==> config.mk <==
export PLATFORM = sky130hd
export DESIGN_NAME = breath_rgb
export DESIGN_NICKNAME = d
export VERILOG_FILES = /design/src/rtl/rgb_pkg.sv /design/src/rtl/pwm_chan.sv /design/src/rtl/breath_rgb.sv
export SDC_FILE = /design/constraint.sdc
export NUM_CORES = 1
export LEC_CHECK = 0
export CAP_MARGIN = 20
export CORE_MARGIN = 2
export CORE_UTILIZATION = 25
export CTS_CLUSTER_DIAMETER = 40
export DETAILED_ROUTE_END_ITERATION = 10
export RECOVER_POWER = 50
export SLEW_MARGIN = 20
export SYNTH_ARGS = -nofsm -noshare
export SYNTH_HDL_FRONTEND = slang
export SYNTH_HIERARCHICAL = 1
export SYNTH_SLANG_ARGS = --single-unit
export TNS_END_PERCENT = 30
==> constraint.sdc <==
create_clock -name CLK -period 2 [get_ports CLK]
set_input_delay 0.6 -clock CLK [delete_from_list [all_inputs] [get_ports CLK]]
set_output_delay 0.6 -clock CLK [all_outputs]
set_load 0.005 [all_outputs]
==> src/rtl/rgb_pkg.sv <==
// Shared constants for the rainbow breathing lamp path: hue colour enables,
// hue/speed counts and the brightness ramp state encoding.
package rgb_pkg;

  localparam logic [2:0] HUE_R = 3'b100;
  localparam logic [2:0] HUE_Y = 3'b110;
  localparam logic [2:0] HUE_G = 3'b010;
  localparam logic [2:0] HUE_C = 3'b011;
  localparam logic [2:0] HUE_B = 3'b001;
  localparam logic [2:0] HUE_M = 3'b101;

  localparam int NUM_HUE = 6;
  localparam int NUM_SPD = 4;

  typedef enum logic {
    UP   = 1'b0,
    DOWN = 1'b1
  } bri_state_e;

  // {R,G,B} enables for a hue segment; out-of-range segments stay dark.
  function automatic logic [2:0] hue_en(input logic [2:0] seg);
    case (seg)
      3'd0:    hue_en = HUE_R;
      3'd1:    hue_en = HUE_Y;
      3'd2:    hue_en = HUE_G;
      3'd3:    hue_en = HUE_C;
      3'd4:    hue_en = HUE_B;
      3'd5:    hue_en = HUE_M;
      default: hue_en = 3'b000;
    endcase
  endfunction

endpackage

==> src/rtl/pwm_chan.sv <==
// One PWM colour channel: duty is captured on the shared latch strobe and
// compared against the shared counter into a registered output bit.
module pwm_chan
  import rgb_pkg::*;
#(
  parameter int PWM_W = 8
) (
  input  logic             CLK,
  input  logic             RST,
  input  logic [PWM_W-1:0] pwm_cnt,
  input  logic [PWM_W-1:0] duty,
  input  logic             latch,
  output logic             pwm_o
);

  logic [PWM_W-1:0] duty_q, duty_d;
  logic             out_q, out_d;

  always_comb begin
    duty_d = duty_q;
    if (latch) begin
      duty_d = duty;
    end else begin
      duty_d = duty_q;
    end
    out_d = (pwm_cnt < duty_q);
  end

  always_ff @(posedge CLK or posedge RST) begin
    if (RST) begin
      duty_q <= '0;
      out_q  <= 1'b0;
    end else begin
      duty_q <= duty_d;
      out_q  <= out_d;
    end
  end

  assign pwm_o = out_q;

endmodule

==> src/rtl/breath_rgb.sv <==
// Rainbow breathing generator: key presses select speed and single/dual lamp
// mode; brightness ramps up and down while the hue steps once per breath.
module breath_rgb
  import rgb_pkg::*;
#(
  parameter int PWM_W    = 8,
  parameter int STEP_DIV = 24414
) (
  input  logic       CLK,
  input  logic       RST,
  input  logic       KP_SPD,
  input  logic       KP_MODE,
  output logic [2:0] LED1,
  output logic [2:0] LED2
);

  localparam logic [PWM_W-1:0] MAX = {PWM_W{1'b1}};
  // One spare bit so the slowest terminal count never aliases.
  localparam int DIV_W = $clog2(STEP_DIV << (NUM_SPD - 1)) + 1;
  localparam logic [DIV_W-1:0] DIV_BASE = DIV_W'(STEP_DIV);

  logic [1:0]       kp_q, kp_d;
  logic [1:0]       spd_q, spd_d;
  logic             mode_q, mode_d;
  logic [DIV_W-1:0] div_q, div_d;
  bri_state_e       state_q, state_d;
  logic [PWM_W-1:0] bri_q, bri_d;
  logic [2:0]       hue_q, hue_d;
  logic [PWM_W-1:0] pwm_cnt_q, pwm_cnt_d;

  logic             press_spd_s, press_mode_s, step_s, latch_s;
  logic [DIV_W-1:0] div_max_s;
  logic [2:0]       hue_en_s, led1_s;
  logic [PWM_W-1:0] duty_r_s, duty_g_s, duty_b_s;

  always_comb begin
    kp_d         = {KP_MODE, KP_SPD};
    press_spd_s  = kp_q[0] & ~KP_SPD;
    press_mode_s = kp_q[1] & ~KP_MODE;
    spd_d        = spd_q + {1'b0, press_spd_s};
    mode_d       = mode_q ^ press_mode_s;
    div_max_s    = (DIV_BASE << spd_q) - DIV_W'(1);
    step_s       = (div_q == div_max_s);
    // A speed change restarts the period, but a step already due still lands.
    if (step_s || press_spd_s) begin
      div_d = '0;
    end else begin
      div_d = div_q + DIV_W'(1);
    end
    pwm_cnt_d = pwm_cnt_q + PWM_W'(1);
    latch_s   = (pwm_cnt_q == MAX);
  end

  always_comb begin
    state_d = state_q;
    bri_d   = bri_q;
    hue_d   = hue_q;
    if (step_s) begin
      case (state_q)
        UP: begin
          bri_d = bri_q + PWM_W'(1);
          if (bri_d == MAX) begin
            state_d = DOWN;
          end else begin
            state_d = UP;
          end
        end
        DOWN: begin
          bri_d = bri_q - PWM_W'(1);
          if (bri_q == PWM_W'(1)) begin
            state_d = UP;
            hue_d   = (hue_q == 3'(NUM_HUE - 1)) ? 3'd0 : hue_q + 3'd1;
          end else begin
            state_d = DOWN;
          end
        end
        default: begin
          state_d = UP;
          bri_d   = '0;
        end
      endcase
    end else begin
      state_d = state_q;
      bri_d   = bri_q;
      hue_d   = hue_q;
    end
  end

  always_ff @(posedge CLK or posedge RST) begin
    if (RST) begin
      kp_q      <= 2'b11;
      spd_q     <= 2'd0;
      mode_q    <= 1'b0;
      div_q     <= '0;
      state_q   <= UP;
      bri_q     <= '0;
      hue_q     <= 3'd0;
      pwm_cnt_q <= '0;
    end else begin
      kp_q      <= kp_d;
      spd_q     <= spd_d;
      mode_q    <= mode_d;
      div_q     <= div_d;
      state_q   <= state_d;
      bri_q     <= bri_d;
      hue_q     <= hue_d;
      pwm_cnt_q <= pwm_cnt_d;
    end
  end

  always_comb begin
    hue_en_s = hue_en(hue_q);
    duty_r_s = hue_en_s[2] ? bri_q : '0;
    duty_g_s = hue_en_s[1] ? bri_q : '0;
    duty_b_s = hue_en_s[0] ? bri_q : '0;
  end

  pwm_chan #(.PWM_W(PWM_W)) u_r (
    .CLK(CLK), .RST(RST), .pwm_cnt(pwm_cnt_q), .duty(duty_r_s), .latch(latch_s), .pwm_o(led1_s[2])
  );
  pwm_chan #(.PWM_W(PWM_W)) u_g (
    .CLK(CLK), .RST(RST), .pwm_cnt(pwm_cnt_q), .duty(duty_g_s), .latch(latch_s), .pwm_o(led1_s[1])
  );
  pwm_chan #(.PWM_W(PWM_W)) u_b (
    .CLK(CLK), .RST(RST), .pwm_cnt(pwm_cnt_q), .duty(duty_b_s), .latch(latch_s), .pwm_o(led1_s[0])
  );

  // Lamp 2 mirrors lamp 1 straight from its flops so the two never skew.
  assign LED1 = led1_s;
  assign LED2 = mode_q ? led1_s : 3'b000;

endmodule

==> impl_results.md <==
- Global-route wire length before repair: 15900 µm
- Highest achievable clock rate: 458 MHz
- Starting density of the core: 25.7%
- Routed length per placed instance: 12.7 µm
- Die Ht: 132 µm
- Standby leakage power: 0.00230 µW
- Ratio of cells with drive above 1 in the final layout: 17.0%
- Number of diodes added for antenna fixing: 0
- Hpwl dp: 6380 µm
- Final Max Slew Viols: 0
- CP Capture Type: flip-flop
- Result of the run: complete, but fails checks
- Relative max-transition margin: 30.9%
- Global Route Usage Sum: 11.2%
- Cell area after synthesis: 4080 µm²
- Weighted congestion at the end of routability-driven global placement: 0.779
- Final setup fails: 31
- Number of top-level design ports: 10
- Most common library cells after synthesis: dfrtp_1, nand2_1, nor2_1
- Critical path class: flip-flop to flip-flop
- Number of buffers on the longest clock path: 2
- Compound-Gate Fraction of Synth Area: 11.4%
- Fraction of synthesized cell area in xor and xnor cells: 7.52%
- Sequential cell area fraction in the yosys report: 43.6%
- Final Cycle Share: 109%
- Count of standard-cell rows: 46
- Number of warnings reported in the yosys synthesis log: 6
- Net Count, Synth: 472
- Reg2reg end: hue_q[1]
- Most common cell in the synthesized netlist: dfrtp_1
- Number of instances in the synthesized netlist: 439
- Vias in the first global route: 3267
- Routed wire length: 9000 µm
- Final hold violation count: 0
- Setup repair after global routing missed its margin: yes
- Antenna violations before repair: 0
- Sum of internal, switching and leakage power: 3920 µW
- Worst min-delay path startpoint: pwm_cnt_q[1]
- Critical path data arrival time: 2.40 ns
- Number of enable flip-flop cells after synthesis: 0
- Flip-flop cell with the highest count after synthesis: dfrtp_1
- Yosys reg bits: 71
- Fill count: 1645
- Number of violations reported at the end of detailed-routing iteration 0: 272
- Setup slack of the most critical reg-to-reg path: -0.19 ns
- Area of the die: 17300 µm²
- Post-layout nets: 523
- Worst voltage drop across the vdd grid: 0.468 mV
- Critical R2R Launch: spd_q[0]
- Hold WC Path Type: flip-flop to flip-flop
- Dpl cell area: 4720 µm²
- Hold-critical path endpoint: pwm_cnt_q[1]
- Largest cells by area after synthesis: dfrtp_1, ha_1, nand2_1
- Remaining antenna violation count after routing: 0
- Final period demand of the worst path: 2.19 ns
- Number of CTS-inserted buffers: 9
- Final worst-path setup slack: -0.185 ns
- Largest fanout on the critical path: 9
- DR DRC count: 0
- CP Data Required Time: 2.21 ns
- Clock Root Buffer: clkbuf_16
- Cell accounting for the most synthesized area: dfrtp_1
- Flop pwr share: 41.1%
- Share of synthesized area spent on multiplexers: 1.38%
- Die outline width: 132 µm
- Logic gate share of total power: 11.8%
- CTS sink count: 71
- Kind of start point of the critical path: flip-flop
- Final setup skew: 0.00894 ns
- Count of unique library cells instantiated by Yosys: 45
- Fraction of power spent switching nets: 23.5%
- Count of cells along the worst register-to-register path: 7
- First-pass DRT Iterations: 5
- Level count of the clock H-tree: 3
- Tightest Pin Transition: 1.04 ns
- PD cells: 770 nW/µm²
- Area taken by multi-input logic gates: 2110 µm²
- Clock transition time at the flip-flop clock pins of the worst setup and hold paths: 0.06 ns
- Fraction of post-synthesis cell area in the top cell type by area: 42.4%
- Adder-cell area share of the yosys netlist: 8.90%
- Power dissipated by switching net loads: 920 µW
- Area taken by flip-flops and latches: 1780 µm²
- Async S/R FF share, synth: 100%
- Violations in the final reports: negative setup slack
- Cell count of the worst hold path: 1
- Leftover overflow at the end of global routing: 0
- Clock latency at the later pin of the worst-skew pair: 0.33 ns
- Pin count of the biggest net entering global routing: 45
- Average size of a mapped cell: 9.29 µm²
- Main combinational cell family by area after synthesis: simple AND/OR/NAND/NOR gates
- Total number of vias: 3253
- Port-buffer cells: 9
- Placeable core region: 15900 µm²
- CTS tree: built
- Simple-gate share of the synthesized area: 22.1%
- Clk pwr share: 47.1%
- Cell internal pwr: 3000 µW
- Post-route cell area: 5090 µm²
- Vias/cell: 4.58
- Maximum capacitance violations: 0
- Synth-to-Final Area Change: 24.8%
## metal layers
metal,track usage [%],vias up,routed length (µm)
met1,14.3,1564,4150
met5,0,-,0
met3,2.39,23,319
li1,-,1593,-
met4,5.19,0,214
met2,18.1,73,4320
## state kept, by name, summed over array words and instances, names as in the netlist
signal      cells
pwm_cnt_q       8
mode_q          1
u_g/duty_q      8
kp_q            2
spd_q           2
u_r/pwm_o       1
bri_q           8
u_r/duty_q      8
div_q          19
u_b/duty_q      8
u_g/pwm_o       1
hue_q           3
u_b/pwm_o       1
state_q         1
## power by group through the flow
| stage | sequential, µW | clock, µW | combinational (µW) |
|---|---|---|---|
| global route | 1620 | 1960 | 515 |
| floorplan | 1590 | 0 | 299 |
| global placement | 1620 | 0 | 430 |
| finish | 1610 | 1850 | 461 |
| CTS | 1610 | 1890 | 450 |
| detailed placement | 1630 | 0 | 446 |
## timing repair
| action | in CTS | in global routing |
|---|---|---|
| endpoints found under the setup margin | 34 | 34 |
| hold buffers | 0 | 0 |
| buffers inserted | 1 | 1 |
| cloned | 1 | 0 |
| pin swaps | 4 | 1 |
| gates resized for setup | 8 | 3 |
## cell usage in the layout (no fill, tap or decap), drive strengths merged, types with 11 or more instances in the layout
cell,instances
xnor2,19
nand3,12
nor2,38
nand2,51
nor2b,14
dfrtp,69
clkbuf,11
o21ai,35
a21oi,17
buf,45
xor2,16
and2,23
ha,29
inv,32
## final cells by class
type                            instances  area share, %
Clock buffer                           10           4.70
Timing Repair Buffer                   55           8.95
Multi-Input combinational cell        320           41.5
Sequential cell                        71           35.0
Clock inverter                          6           2.11
Tap cell                              216           5.31
Inverter                               33           2.43
## worst max-delay path, stage by stage, from the launching register on
cell and delay [ns]:
dfrtp_2 0.47, and3b_1 0.24, o22ai_1 0.07, or4_4 0.49
nor4b_4 0.22, buf_4 0.19, nand3_1 0.09, mux2_2 0.30
## logic make-up (layout without fill, tap and decap cells)
| family | Yosys count | after routing |
|---|---|---|
| AOI/OAI and AO/OA | 76 | 76 |
| xor gates and xnor gates | 35 | 35 |
| adders and majority gates | 29 | 29 |
| buffers and inverters | 48 | 104 |
| DFF | 71 | 71 |
| muxes | 5 | 5 |
| and+or+nand+nor | 175 | 175 |
## how the worst max path moves through the flow
stage | start | to | slack, ns | depth (start not counted)
finish | spd_q[0] | hue_q[1] | -0.19 | 7
global route | spd_q[0] | div_q[16] | -0.24 | 8
CTS | div_q[10] | hue_q[1] | -0.15 | 7
detailed placement | spd_q[1] | bri_q[6] | -0.31 | 7
global placement | spd_q[1] | bri_q[6] | -0.28 | 7
floorplan | div_q[8] | div_q[10] | -0.14 | 9
## metrics by stage
stage / hold slack, ns / setup WS (ns) / TNS, ns / std cells / utilization [%]
final: 0.499 / -0.185 / -4.23 / 711 / 32.0
after floorplan: 0.428 / -0.142 / -2.21 / 439 / -
after global routing: 0.520 / -0.240 / -7.57 / 711 / 32.0
after global placement: 0.476 / -0.283 / -6.88 / 692 / 29.7
after CTS: 0.500 / -0.153 / -3.88 / 710 / 32.1
after detailed placement: 0.488 / -0.305 / -7.72 / 692 / 29.7
Power figures use the tool's default switching activity.
